**src/rtl/alu_pkg.sv**
```systemverilog
// Shared definitions for the streaming ALU: opcodes, FSM state encoding and flag bit positions.
package alu_pkg;

  localparam logic [3:0] OP_ADD  = 4'b0000;
  localparam logic [3:0] OP_SUB  = 4'b0001;
  localparam logic [3:0] OP_AND  = 4'b0010;
  localparam logic [3:0] OP_OR   = 4'b0011;
  localparam logic [3:0] OP_XOR  = 4'b0100;
  localparam logic [3:0] OP_NOR  = 4'b0101;
  localparam logic [3:0] OP_SHL  = 4'b0110;
  localparam logic [3:0] OP_SHR  = 4'b0111;
  localparam logic [3:0] OP_SRA  = 4'b1000;
  localparam logic [3:0] OP_ROL  = 4'b1001;
  localparam logic [3:0] OP_SLT  = 4'b1010;
  localparam logic [3:0] OP_SLTU = 4'b1011;
  localparam logic [3:0] OP_MUL  = 4'b1100;

  localparam logic [0:0] ST_IDLE = 1'b0;
  localparam logic [0:0] ST_MUL  = 1'b1;

  // Positions inside the registered flag vector
  localparam int FLAG_Z = 0;
  localparam int FLAG_C = 1;
  localparam int FLAG_V = 2;
  localparam int FLAG_N = 3;
  localparam int FLAG_E = 4;
  localparam int FLAG_W = 5;

endpackage

```
**src/rtl/alu_mul_iter.sv**
```systemverilog
// Iterative shift-add unsigned multiplier: one partial product per cycle, WIDTH cycles after start.
module alu_mul_iter #(
  parameter int WIDTH = 8
) (
  input  logic               clk,
  input  logic               rst_n,
  input  logic               start,
  input  logic [WIDTH-1:0]   a,
  input  logic [WIDTH-1:0]   b,
  output logic               done,
  output logic [2*WIDTH-1:0] product
);

  localparam int CW = $clog2(WIDTH);

  logic               running;
  logic [CW-1:0]      count;
  logic [2*WIDTH-1:0] acc;
  logic [2*WIDTH-1:0] mcand;
  logic [WIDTH-1:0]   mplier;
  logic [2*WIDTH-1:0] acc_next;

  // done is combinational so the final partial product is visible on the completing edge
  assign acc_next = acc + (mplier[0] ? mcand : '0);
  assign done     = running && (count == CW'(WIDTH - 1));
  assign product  = acc_next;

  always_ff @(posedge clk or negedge rst_n) begin
    if (!rst_n) begin
      running <= 1'b0;
      count   <= '0;
      acc     <= '0;
      mcand   <= '0;
      mplier  <= '0;
    end else if (start) begin
      running <= 1'b1;
      count   <= '0;
      acc     <= '0;
      mcand   <= {{WIDTH{1'b0}}, a};
      mplier  <= b;
    end else if (running) begin
      acc     <= acc_next;
      mcand   <= mcand << 1;
      mplier  <= mplier >> 1;
      count   <= count + 1'b1;
      if (done) running <= 1'b0;
    end
  end

endmodule

```
**src/rtl/alu_stream.sv**
```systemverilog
// Registered streaming ALU with valid/ready handshake and NZCV-style flags.
// Define ALU_STREAM_MUL_EN to build the iterative multiplier for opcode 1100.
module alu_stream
  import alu_pkg::*;
#(
  parameter int WIDTH = 8
) (
  input  logic             clk,
  input  logic             rst_n,
  input  logic             in_valid,
  output logic             in_ready,
  input  logic [WIDTH-1:0] a,
  input  logic [WIDTH-1:0] b,
  input  logic [3:0]       op,
  output logic             out_valid,
  input  logic             out_ready,
  output logic [WIDTH-1:0] result,
  output logic             zero,
  output logic             carry,
  output logic             overflow,
  output logic             negative,
  output logic             err,
  output logic             busy
);

  localparam int SHW = $clog2(WIDTH);

  logic [0:0]         state;
  logic               accept;
  logic [SHW-1:0]     sh;
  logic [2*WIDTH-1:0] rol_wide;
  logic [WIDTH-1:0]   alu_res;
  logic               alu_c;
  logic               alu_v;
  logic               alu_err;
  logic               op_load;
  logic               mul_load;
  logic [WIDTH-1:0]   load_res;
  logic [FLAG_W-1:0]  load_flags;
  logic [FLAG_W-1:0]  flags;

  assign in_ready = (state == ST_IDLE) && (!out_valid || out_ready);
  assign accept   = in_valid && in_ready;
  assign sh       = b[SHW-1:0];
  assign rol_wide = {a, a} << sh;

  // Single-cycle operations; MUL lands in the default arm and is overridden when the multiplier exists
  always_comb begin
    alu_res = '0;
    alu_c   = 1'b0;
    alu_v   = 1'b0;
    alu_err = 1'b0;
    case (op)
      OP_ADD: begin
        {alu_c, alu_res} = {1'b0, a} + {1'b0, b};
        alu_v = (a[WIDTH-1] == b[WIDTH-1]) && (alu_res[WIDTH-1] != a[WIDTH-1]);
      end
      OP_SUB: begin
        {alu_c, alu_res} = {1'b0, a} - {1'b0, b};
        alu_v = (a[WIDTH-1] != b[WIDTH-1]) && (alu_res[WIDTH-1] != a[WIDTH-1]);
      end
      OP_AND:  alu_res = a & b;
      OP_OR:   alu_res = a | b;
      OP_XOR:  alu_res = a ^ b;
      OP_NOR:  alu_res = ~(a | b);
      OP_SHL:  alu_res = a << sh;
      OP_SHR:  alu_res = a >> sh;
      OP_SRA:  alu_res = $signed(a) >>> sh;
      OP_ROL:  alu_res = rol_wide[2*WIDTH-1:WIDTH];
      OP_SLT:  alu_res = {{(WIDTH-1){1'b0}}, ($signed(a) < $signed(b))};
      OP_SLTU: alu_res = {{(WIDTH-1){1'b0}}, (a < b)};
      default: alu_err = 1'b1;
    endcase
  end

`ifdef ALU_STREAM_MUL_EN
  logic               mul_start;
  logic               mul_done;
  logic [2*WIDTH-1:0] mul_prod;

  assign mul_start = accept && (op == OP_MUL);
  assign op_load   = accept && (op != OP_MUL);
  assign mul_load  = mul_done;
  assign busy      = (state == ST_MUL);

  alu_mul_iter #(.WIDTH(WIDTH)) u_mul (
    .clk     (clk),
    .rst_n   (rst_n),
    .start   (mul_start),
    .a       (a),
    .b       (b),
    .done    (mul_done),
    .product (mul_prod)
  );

  always_ff @(posedge clk or negedge rst_n) begin
    if (!rst_n) begin
      state <= ST_IDLE;
    end else if (mul_start) begin
      state <= ST_MUL;
    end else if (mul_done) begin
      state <= ST_IDLE;
    end
  end

  always_comb begin
    load_res = alu_res;
    load_flags = '0;
    load_flags[FLAG_C] = alu_c;
    load_flags[FLAG_V] = alu_v;
    load_flags[FLAG_E] = alu_err;
    if (mul_done) begin
      load_res = mul_prod[WIDTH-1:0];
      load_flags[FLAG_C] = |mul_prod[2*WIDTH-1:WIDTH];
      load_flags[FLAG_V] = 1'b0;
      load_flags[FLAG_E] = 1'b0;
    end
    load_flags[FLAG_Z] = (load_res == '0);
    load_flags[FLAG_N] = load_res[WIDTH-1];
  end
`else
  assign state    = ST_IDLE;
  assign op_load  = accept;
  assign mul_load = 1'b0;
  assign busy     = 1'b0;

  always_comb begin
    load_res = alu_res;
    load_flags = '0;
    load_flags[FLAG_C] = alu_c;
    load_flags[FLAG_V] = alu_v;
    load_flags[FLAG_E] = alu_err;
    load_flags[FLAG_Z] = (alu_res == '0);
    load_flags[FLAG_N] = alu_res[WIDTH-1];
  end
`endif

  // Zero/negative are captured with the result so reset can clear every flag together
  always_ff @(posedge clk or negedge rst_n) begin
    if (!rst_n) begin
      result    <= '0;
      flags     <= '0;
      out_valid <= 1'b0;
    end else if (op_load || mul_load) begin
      result    <= load_res;
      flags     <= load_flags;
      out_valid <= 1'b1;
    end else if (out_valid && out_ready) begin
      out_valid <= 1'b0;
    end
  end

  assign zero     = flags[FLAG_Z];
  assign carry    = flags[FLAG_C];
  assign overflow = flags[FLAG_V];
  assign negative = flags[FLAG_N];
  assign err      = flags[FLAG_E];

endmodule

```
**config.mk**
```make
export PLATFORM = sky130hd
export DESIGN_NAME = alu_stream
export DESIGN_NICKNAME = d
export VERILOG_FILES = /design/src/rtl/alu_pkg.sv /design/src/rtl/alu_mul_iter.sv /design/src/rtl/alu_stream.sv
export SDC_FILE = /design/constraint.sdc
export NUM_CORES = 1
export LEC_CHECK = 0
export ABC_AREA = 1
export BUFFER_PORTS_ARGS = -buffer_cell sky130_fd_sc_hd__clkbuf_2
export CAP_MARGIN = 40
export CORE_UTILIZATION = 30
export CTS_CLUSTER_DIAMETER = 100
export DETAILED_ROUTE_END_ITERATION = 6
export GPL_TIMING_DRIVEN = 0
export SYNTH_ARGS = -nofsm -noshare
export SYNTH_HDL_FRONTEND = slang
export SYNTH_SLANG_ARGS = --single-unit
```
**constraint.sdc**
```tcl
create_clock -name clk -period 1.5 [get_ports clk]
set_input_delay 0.075 -clock clk [delete_from_list [all_inputs] [get_ports clk]]
set_output_delay 0.075 -clock clk [all_outputs]
set_load 0.05 [all_outputs]
```
---- After elaboration in Yosys (flattened, before gate mapping) ----
Cells that the tools add are included.
word-level totals
  input bits .............................. 24
  output and inout bits ................... 16
  logic and storage cells ................. 46
  register bits after elaboration ......... 14
cells by class
  magnitude comparators ................... 2
  equality and inequality tests ........... 15
  reduce and logical (&&, ||, !) cells .... 10
  bitwise logic cells ..................... 4
  muxes and demuxes ....................... 6
  $add $sub $neg .......................... 2
  shifts and indexed selects .............. 4
operator list
  cell                                                  count
  case mux 8 bit (12 select lines)                      1
  equality test 4 x 3 -> 1 bit (second input constant)  4
  equality test 4 bit (second input constant)           4
  less-than comparator 8 bit                            2
  << shifter 16 x 3 -> 16 bit                           1
  OR reduction 12 bit                                   1
  adder 8 x 8 -> 9 bit                                  1
  subtractor 8 x 8 -> 9 bit                             1
  bitwise AND 8 bit                                     1
  equality test 4 x 2 -> 1 bit (second input constant)  2
  logical NOT 8 bit                                     1
  inverter 8 bit                                        1
  bitwise OR 8 bit                                      1
  << shifter 8 x 3 -> 8 bit                             1
  >> shifter 8 x 3 -> 8 bit                             1
  >>> shifter 8 x 3 -> 8 bit                            1
  bitwise XOR 8 bit                                     1
  equality test 4 x 1 -> 1 bit (second input constant)  1
  logical AND 1 bit                                     4
  logical NOT 4 bit                                     1
  case mux 1 bit (2 select lines)                       2
  2-to-1 mux 1 bit                                      3
  inequality test 1 bit                                 3
  nonzero test 2 bit                                    1
  other kinds (3)                                       3

---- Depth between registers and ports, before layout ----
Gate-level depths: netlist (run 1).
  word-level depth ........................ 4
  mapped depth ............................ 17
  mapped depth without buffers ............ 15

---- Worst setup path before layout (run 1) ----
Ideal clock, no wire load.
  path type ............................... register to register
  from .................................... register out_valid
  to ...................................... register flags[4]
  data required time ...................... 1.404 ns
  stages on the path, launching flop included .. 6
  path slack .............................. -0.387 ns
  data arrival time ....................... 1.791 ns
  library setup time ...................... 0.096 ns
  buffers on the path ..................... 1
  clock period less this slack ............ 1.887 ns
  cells stage by stage .................... dfrtp_1 > nand2_1 > nand2_1 > clkbuf_1 > nand2_1 > o31ai_1
between the ends
  longest elaborated chain between the ends .. 3
RTL lines
  item                    line               source
  from (decl)             alu_stream.sv:15   output logic out_valid,
  from (signal assigned)  alu_stream.sv:143  out_valid <= 1'b0;
  from (signal assigned)  alu_stream.sv:147  out_valid <= 1'b1;
  from (signal assigned)  alu_stream.sv:149  out_valid <= 1'b0;
  logical NOT 1 bit       alu_stream.sv:42   assign in_ready = (state == ST_IDLE) && (!out_valid || out_ready);
  logical OR 1 bit        alu_stream.sv:42
  net in_ready            alu_stream.sv:11   output logic in_ready,
  logical AND 1 bit       alu_stream.sv:43   assign accept = in_valid && in_ready;
  to (signal assigned)    alu_stream.sv:146  flags <= load_flags;
  to (decl)               alu_stream.sv:40   logic [FLAG_W-1:0] flags;
The timed path passes the listed nets, and every way through them passes these cells.
A chain may end at the register's enable or synchronous reset.

---- Worst setup path in the final report (run 1) ----
  from .................................... input a[0]
  to ...................................... register flags[0]
between the ends
  longest elaborated chain between the ends .. 4
  elaborated cells on any way between the ends .. 14
  those cells by class .................... add/sub (2); order compare (2); shift (4); mux (1); bitwise (4); reduce/logical (1)
RTL lines
  item                                                                               line               source
  from (decl)                                                                        alu_stream.sv:12   input logic [WIDTH-1:0] a,
  parallel branches: the longest is 2 deep, another holds subtractor 8 x 8 -> 9 bit  -
  case mux 8 bit (12 select lines) *                                                 alu_stream.sv:53   case (op)
  logical NOT 8 bit *                                                                alu_stream.sv:133  load_flags[FLAG_Z] = (alu_res == '0);
Mark *: on every way between the ends.

==> results.toml, run 1 <==
[drt]
drc = 0
wirelength_microns = 9750
wl_per_cell_microns = 14.6
drtIter0Drc = 207
num_vias = 3431
first_pass_iters = 5
viasPerCell = 5.14
drtAntennaViolNets = 0

[placement]
dp_hpwl_microns = 7640
numPortBuffers = 38
gp_congestion = 0.950

[timing]
slew_violations = 0
finalCritPeriodShare = 1.12
hold_viol_final = 0
clock_skew_ns = 0.00169
max_freq_ghz = 0.595
rsz0062_at_grt = "true"
max-slew-margin-rel = 0.657
worst_pin_slew_ns = 0.514
timing.setup.tns_ns = -0.276
worst_slack_ns = -0.180
fin_crit_ns = 1.68
setup_violations = 4

[power_and_ir_drop]
leakagePower_nw = 1.93
power.density_nw_per_um2 = 562
ir_drop_mv = 0.319

[flow_run]
maxCapViolCount = 0

[final_layout]
final_core_util = 0.411
register_area_sq_um = 327
num_antenna_cells = 0
nFillCells = 939
area_growth_syn_to_layout_pct = 32.1
drive_above_1_share = 0.270
nets = 613
multi_input_comb_area_sq_um = 2340

[synth]
ys_seq_area_frac = 0.120
synthCells = 502
synth_cell_types = 31
avgSynthCellArea_sq_um = 5.40
synthArstFlopShare = 1.00
yosys.area.top_type_share = 0.280
synth_edf_count = 0
synth.largest_area_cell = "nand2_1"
synth-main-ff-cell = "dfrtp_1"
synth_area_leaders = "nand2_1 (28%), nand3_1 (14%), ha_1 (12%), dfrtp_1 (12%), nor2_1 (6.4%)"
yosysWarningCount = 0
syn-cell-area_sq_um = 2710
ys_seq_elements = 13
synth.net_count = 555

[worst_setup_path]
startpoint = "a[0]"
critPathKind = "in2reg"
endpoint_kind = "register"
ff2ff_setup_slack_ns = 0.12
worst-endpoint-arrival_ns = 1.86
start_kind = "primary input"
crit_fanout = 3
worstReg2RegEnd = "flags[0]$_DFFE_PN0P_"
r2r-start = "out_valid$_DFFE_PN0P_"
r2r_cells = 7
cp.required_ns = 1.68

[worst_hold_path]
hold_depth = 4
holdCritStartpoint = "out_ready"
min_to = "out_valid$_DFFE_PN0P_"
hp-class = "in2reg"

[die]
row_count = 34
coreArea_sq_um = 8720
io_pins = 40
die-area_sq_um = 9420
die_h_microns = 97.1
die_w_microns = 97.1
start_util = 0.311

[global_route]
grt_pass1_wl_microns = 15400
antenna_found_initial = 0
grt_overflow = 0
grt_pass1_vias = 3179
grt_usage = 0.201
grt_max_degree = 14

[run_status]
violations = "setup timing"
status = "finished, violations left"

[cts]
cts.reportedPaths.clkPinSlew_ns = 0.05
clockBufferDepth = 2
tritoncts = "built"
ctsHtreeMaxLevel = 1
clockRootBuffer = "clkbuf_8"
cts_made_buffers = 3
clock-sinks = 13
insertion_delay_ns = 0.24
[worst max-delay path, cell delays in order]
cell and delay [ns]:
clkbuf_16 0.14, clkinv_8 0.04, ha_4 0.13, inv_4 0.03
fa_2 0.33, or2_1 0.25, nand3_2 0.09, nand2_2 0.05
nor2_2 0.09, nand2_1 0.09, nor2_2 0.15, nand3_1 0.10
nor3_1 0.15, nand2_1 0.07, nand2_1 0.06
[registers in the layout (all words and copies together) (netlist names)]
register	flops
result	7
flags	5
out_valid	1
[cell usage in the layout (no fill, tap or decap), types with 5 or more instances in the layout]
cell type / n
buf_4: 17
clkbuf_4: 5
nand2_2: 15
a21oi_2: 6
inv_2: 11
nor2_1: 35
nand4_1: 6
nor2_4: 5
ha_1: 21
buf_6: 6
ha_4: 5
clkbuf_2: 29
dfrtp_1: 12
a21oi_1: 9
inv_1: 30
nand3_1: 67
nand2_1: 190
o21ai_0: 12
o21ai_1: 5
nor2_2: 17
nand3_2: 10
[worst max path at each step]
stage	endpoint	slack, ns	cells after the start
floorplan	flags[0]$_DFFE_PN0P_	-0.08	17
global placement	flags[0]$_DFFE_PN0P_	-0.68	16
detailed placement	flags[0]$_DFFE_PN0P_	-0.69	18
CTS	flags[0]$_DFFE_PN0P_	-0.24	15
global route	flags[0]$_DFFE_PN0P_	-0.23	15
finish	flags[0]$_DFFE_PN0P_	-0.18	15
[where the power goes]
group	total, mW	internal [mW]	switching [mW]
Sequential	0.435	0.404	0.0312
Clock	0.305	0.187	0.118
Combinational	1.27	0.414	0.860
Total	2.01	1.01	1.01
[per-stage QoR]
step	hold slack (ns)	instance area [sq um]	power (mW)	setup WS, ns	cells
final	0.0999	3580	2.01	-0.180	667
after CTS	0.102	3360	1.90	-0.236	660
after floorplan	-0.221	2780	1.22	-0.0793	502
after global routing	0.112	3580	2.16	-0.228	667
after global placement	-0.0145	3100	1.52	-0.678	648
after detailed placement	-0.0118	3100	1.53	-0.691	648
[repair_timing]
item | in CTS | in global routing
setup buffers | 8 | 7
pin swaps | 21 | 28
setup endpoints to repair | 11 | 11
endpoints found under the hold margin | 13 | 0
hold buffers | 1 | 0
gates resized for setup | 37 | 65
[logic make-up after synthesis]
kind of cell / share of synthesized area
fa+ha+maj: 0.139
simple gates: 0.558
xor+xnor: 0.00323
flops: 0.120
compound gates: 0.0808
other cells: 0.00138
buf+inv: 0.0969
[synth_stat cells, types with 2 or more instances]
cell / count
clkbuf_1: 5
ha_1: 27
nand2_1: 202
nor2_4: 4
o22ai_1: 2
nand2_2: 3
buf_4: 3
o21ai_0: 15
nor2_1: 46
inv_1: 38
nand3b_1: 2
dfrtp_1: 13
o21ai_1: 3
fa_1: 2
buf_2: 9
nand3_1: 77
a21oi_1: 16
nand4_1: 6
nor2_2: 7
o21a_1: 2
inv_2: 8
nor3_1: 3
[area by class of cell]
class / instances / share of cell area
tap: 108 / 0.0377
timing repair buffer: 54 / 0.106
clock buffer: 4 / 0.0126
inverter: 47 / 0.0597
sequential: 13 / 0.0912
multi-input combinational: 425 / 0.654
buffer: 16 / 0.0384
[layer usage]
| layer | wire length (microns) | GRT usage |
|---|---|---|
| met1 | 4420 | 0.265 |
| met2 | 4670 | 0.350 |
| met3 | 416 | 0.0137 |
| met4 | 238 | 0.0608 |
| met5 | 0 | 0 |
(Power assumes the default switching activity.)
==> run 2: changes to the inputs <==
Settings changed: CELL_PAD_IN_SITES_DETAIL_PLACEMENT set to 1, CELL_PAD_IN_SITES_GLOBAL_PLACEMENT set to 2, CORE_UTILIZATION 30 to 29, CTS_CLUSTER_DIAMETER 100 to not set, PLACE_DENSITY_LB_ADDON set to 0.1.
==> run 2 against run 1 <==
Net effect: first-iteration DRC count shrank 62%; core utilization up 1.3 points; non-clock buffer count rose by 7; the flow still finishes with violations (setup timing); die area increased by 3.4%; worst setup slack better by 0.033 ns; sequential power hardly changed; sequential share of layout area decreased by 0.44 points; clock power rose by 3%; worst hold slack worse by 0.012 ns; critical endpoint unchanged; count of clock-buffer cells in the layout did not move; global-route usage increased by 3.9 points.
==> results.toml, run 2 (synthesis gave the netlist of run 1 again) <==
[run_status]
status = "finished, violations left"
violations = "setup timing"

[cts]
tritoncts = "built"
clockRootBuffer = "clkbuf_8"
clock-sinks = 13
cts_made_buffers = 3
cts.reportedPaths.clkPinSlew_ns = 0.05
ctsHtreeMaxLevel = 1
clockBufferDepth = 2
insertion_delay_ns = 0.24

[final_layout]
drive_above_1_share = 0.302
reg_top3 = "result (7), flags (5), out_valid (1)"
regMostFlops = "result"
postLayoutCellArea_sq_um = 3760
num_antenna_cells = 0
final_common_cell = "nand2_1"
largest_register_ffs = 7
mostFrequentLayoutCells = "nand2_1 (189), nand3_1 (65), nor2_1 (32)"
nets = 620
area_growth_syn_to_layout_pct = 38.9
final_core_util = 0.423
fin_cells = 674

[placement]
dp_hpwl_microns = 9350
placed_cells = 648
dp_slack_ns = -0.812
place_area_sq_um = 3100
gp_congestion = 0.888
numPortBuffers = 38

[timing]
holdWs_ns = 0.0877
max_freq_ghz = 0.607
worst_slack_ns = -0.148
hold_viol_final = 0
timing.setup.tns_ns = -0.221
clock_skew_ns = 0.00116
slew_violations = 0
rsz0062_at_grt = "true"
finalCritPeriodShare = 1.10
setup_violations = 3
fin_crit_ns = 1.65

[drt]
wl_per_cell_microns = 17.2
first_pass_iters = 4
drc = 0
num_vias = 3473
drtIter0Drc = 79
wirelength_microns = 11600
drtAntennaViolNets = 0
viasPerCell = 5.15

[worst_setup_path]
r2r_cells = 7
worst-endpoint-arrival_ns = 1.83
critPathKind = "in2reg"
ff2ff_setup_slack_ns = 0.10
crit_fanout = 3
start_kind = "primary input"
critPathMostFrequentCell = "nand2_1"
cpMaxStageDelayCell = "fa_2"
r2r-start = "out_valid$_DFFE_PN0P_"
worstReg2RegEnd = "flags[0]$_DFFE_PN0P_"
endpoint_kind = "register"
cpPeakStageDelay_ns = 0.33
cp.required_ns = 1.68
startpoint = "a[0]"
crit_chain = "clkbuf_16, inv_8, ha_4, inv_4, fa_2, or2_1, nand3_2, nand2_1, nor2_2, nand2_2, nor2_4, nand3_2, nor3_2, nand2_1, nand2_1"

[power_and_ir_drop]
ir_drop_mv = 0.239
power.density_nw_per_um2 = 567
leakagePower_nw = 2.00
total_power_mw = 2.13

[die]
die-area_sq_um = 9740
coreArea_sq_um = 8890
row_count = 34
die_h_microns = 98.7
io_pins = 40
start_util = 0.305
die_w_microns = 98.7

[worst_hold_path]
hp-class = "in2reg"
holdCritStartpoint = "out_ready"
hold_depth = 4
min_to = "out_valid$_DFFE_PN0P_"

[global_route]
grt_pass1_vias = 3408
grt_overflow = 0
antenna_found_initial = 0
grt_busiest_layer = "met2"
grt_util_met1 = 0.326
grt_max_degree = 14
met3_usage = 0.0142
grt_pass1_wl_microns = 18200
use_met2 = 0.431
grt_usage = 0.240

[flow_run]
maxCapViolCount = 0
-- run 2: cell types whose count changed in the layout (fill, tap and decap cells not counted), moves of 3 or more --
cell	before	now
nor2_1	35	32
clkbuf_4	5	0
a21oi_4	1	4
nor2_4	5	10
buf_4	17	25
-- run 2: how the worst max path moves through the flow --
stage / end
after floorplan: flags[0]$_DFFE_PN0P_
after global placement: flags[0]$_DFFE_PN0P_
after global routing: flags[0]$_DFFE_PN0P_
after CTS: flags[0]$_DFFE_PN0P_
final: flags[0]$_DFFE_PN0P_
after detailed placement: flags[0]$_DFFE_PN0P_
-- run 2: final cells by class --
cell class                      instances  area, sq um
Sequential cell                        13          327
Timing Repair Buffer                   62          464
Fill cell                            1199         5130
Tap cell                              108          135
Buffer                                 15          120
Multi-Input combinational cell        425         2460
Inverter                               47          218
Clock buffer                            4         45.0
-- run 2: power by group --
group	internal, mW	leakage (nW)	switching (mW)
clock network	0.188	0.0228	0.127
registers	0.404	0.167	0.0323
logic	0.462	1.81	0.920
-- run 2: repair_timing --
action	CTS	global route
endpoints found under the setup margin	11	11
hold buffers	1	0
endpoints found under the hold margin	13	0
pin swaps	26	36
cloned	0	1
setup buffers	12	11
gates resized for setup	74	58
-- run 2: worst max-delay path, delay by kind of cell --
family / cells / cell delay (ns)
buffers and inverters: 3 / 0.22
and+or+nand+nor: 10 / 1.06
adders and majority gates: 2 / 0.47
-- run 2: layer usage --
| metal | part of all wire | up-vias |
|---|---|---|
| met5 | 0 | - |
| met4 | 0.0073 | 0 |
| met3 | 0.028 | 7 |
| met2 | 0.50 | 57 |
| met1 | 0.47 | 1675 |
| li1 | - | 1734 |
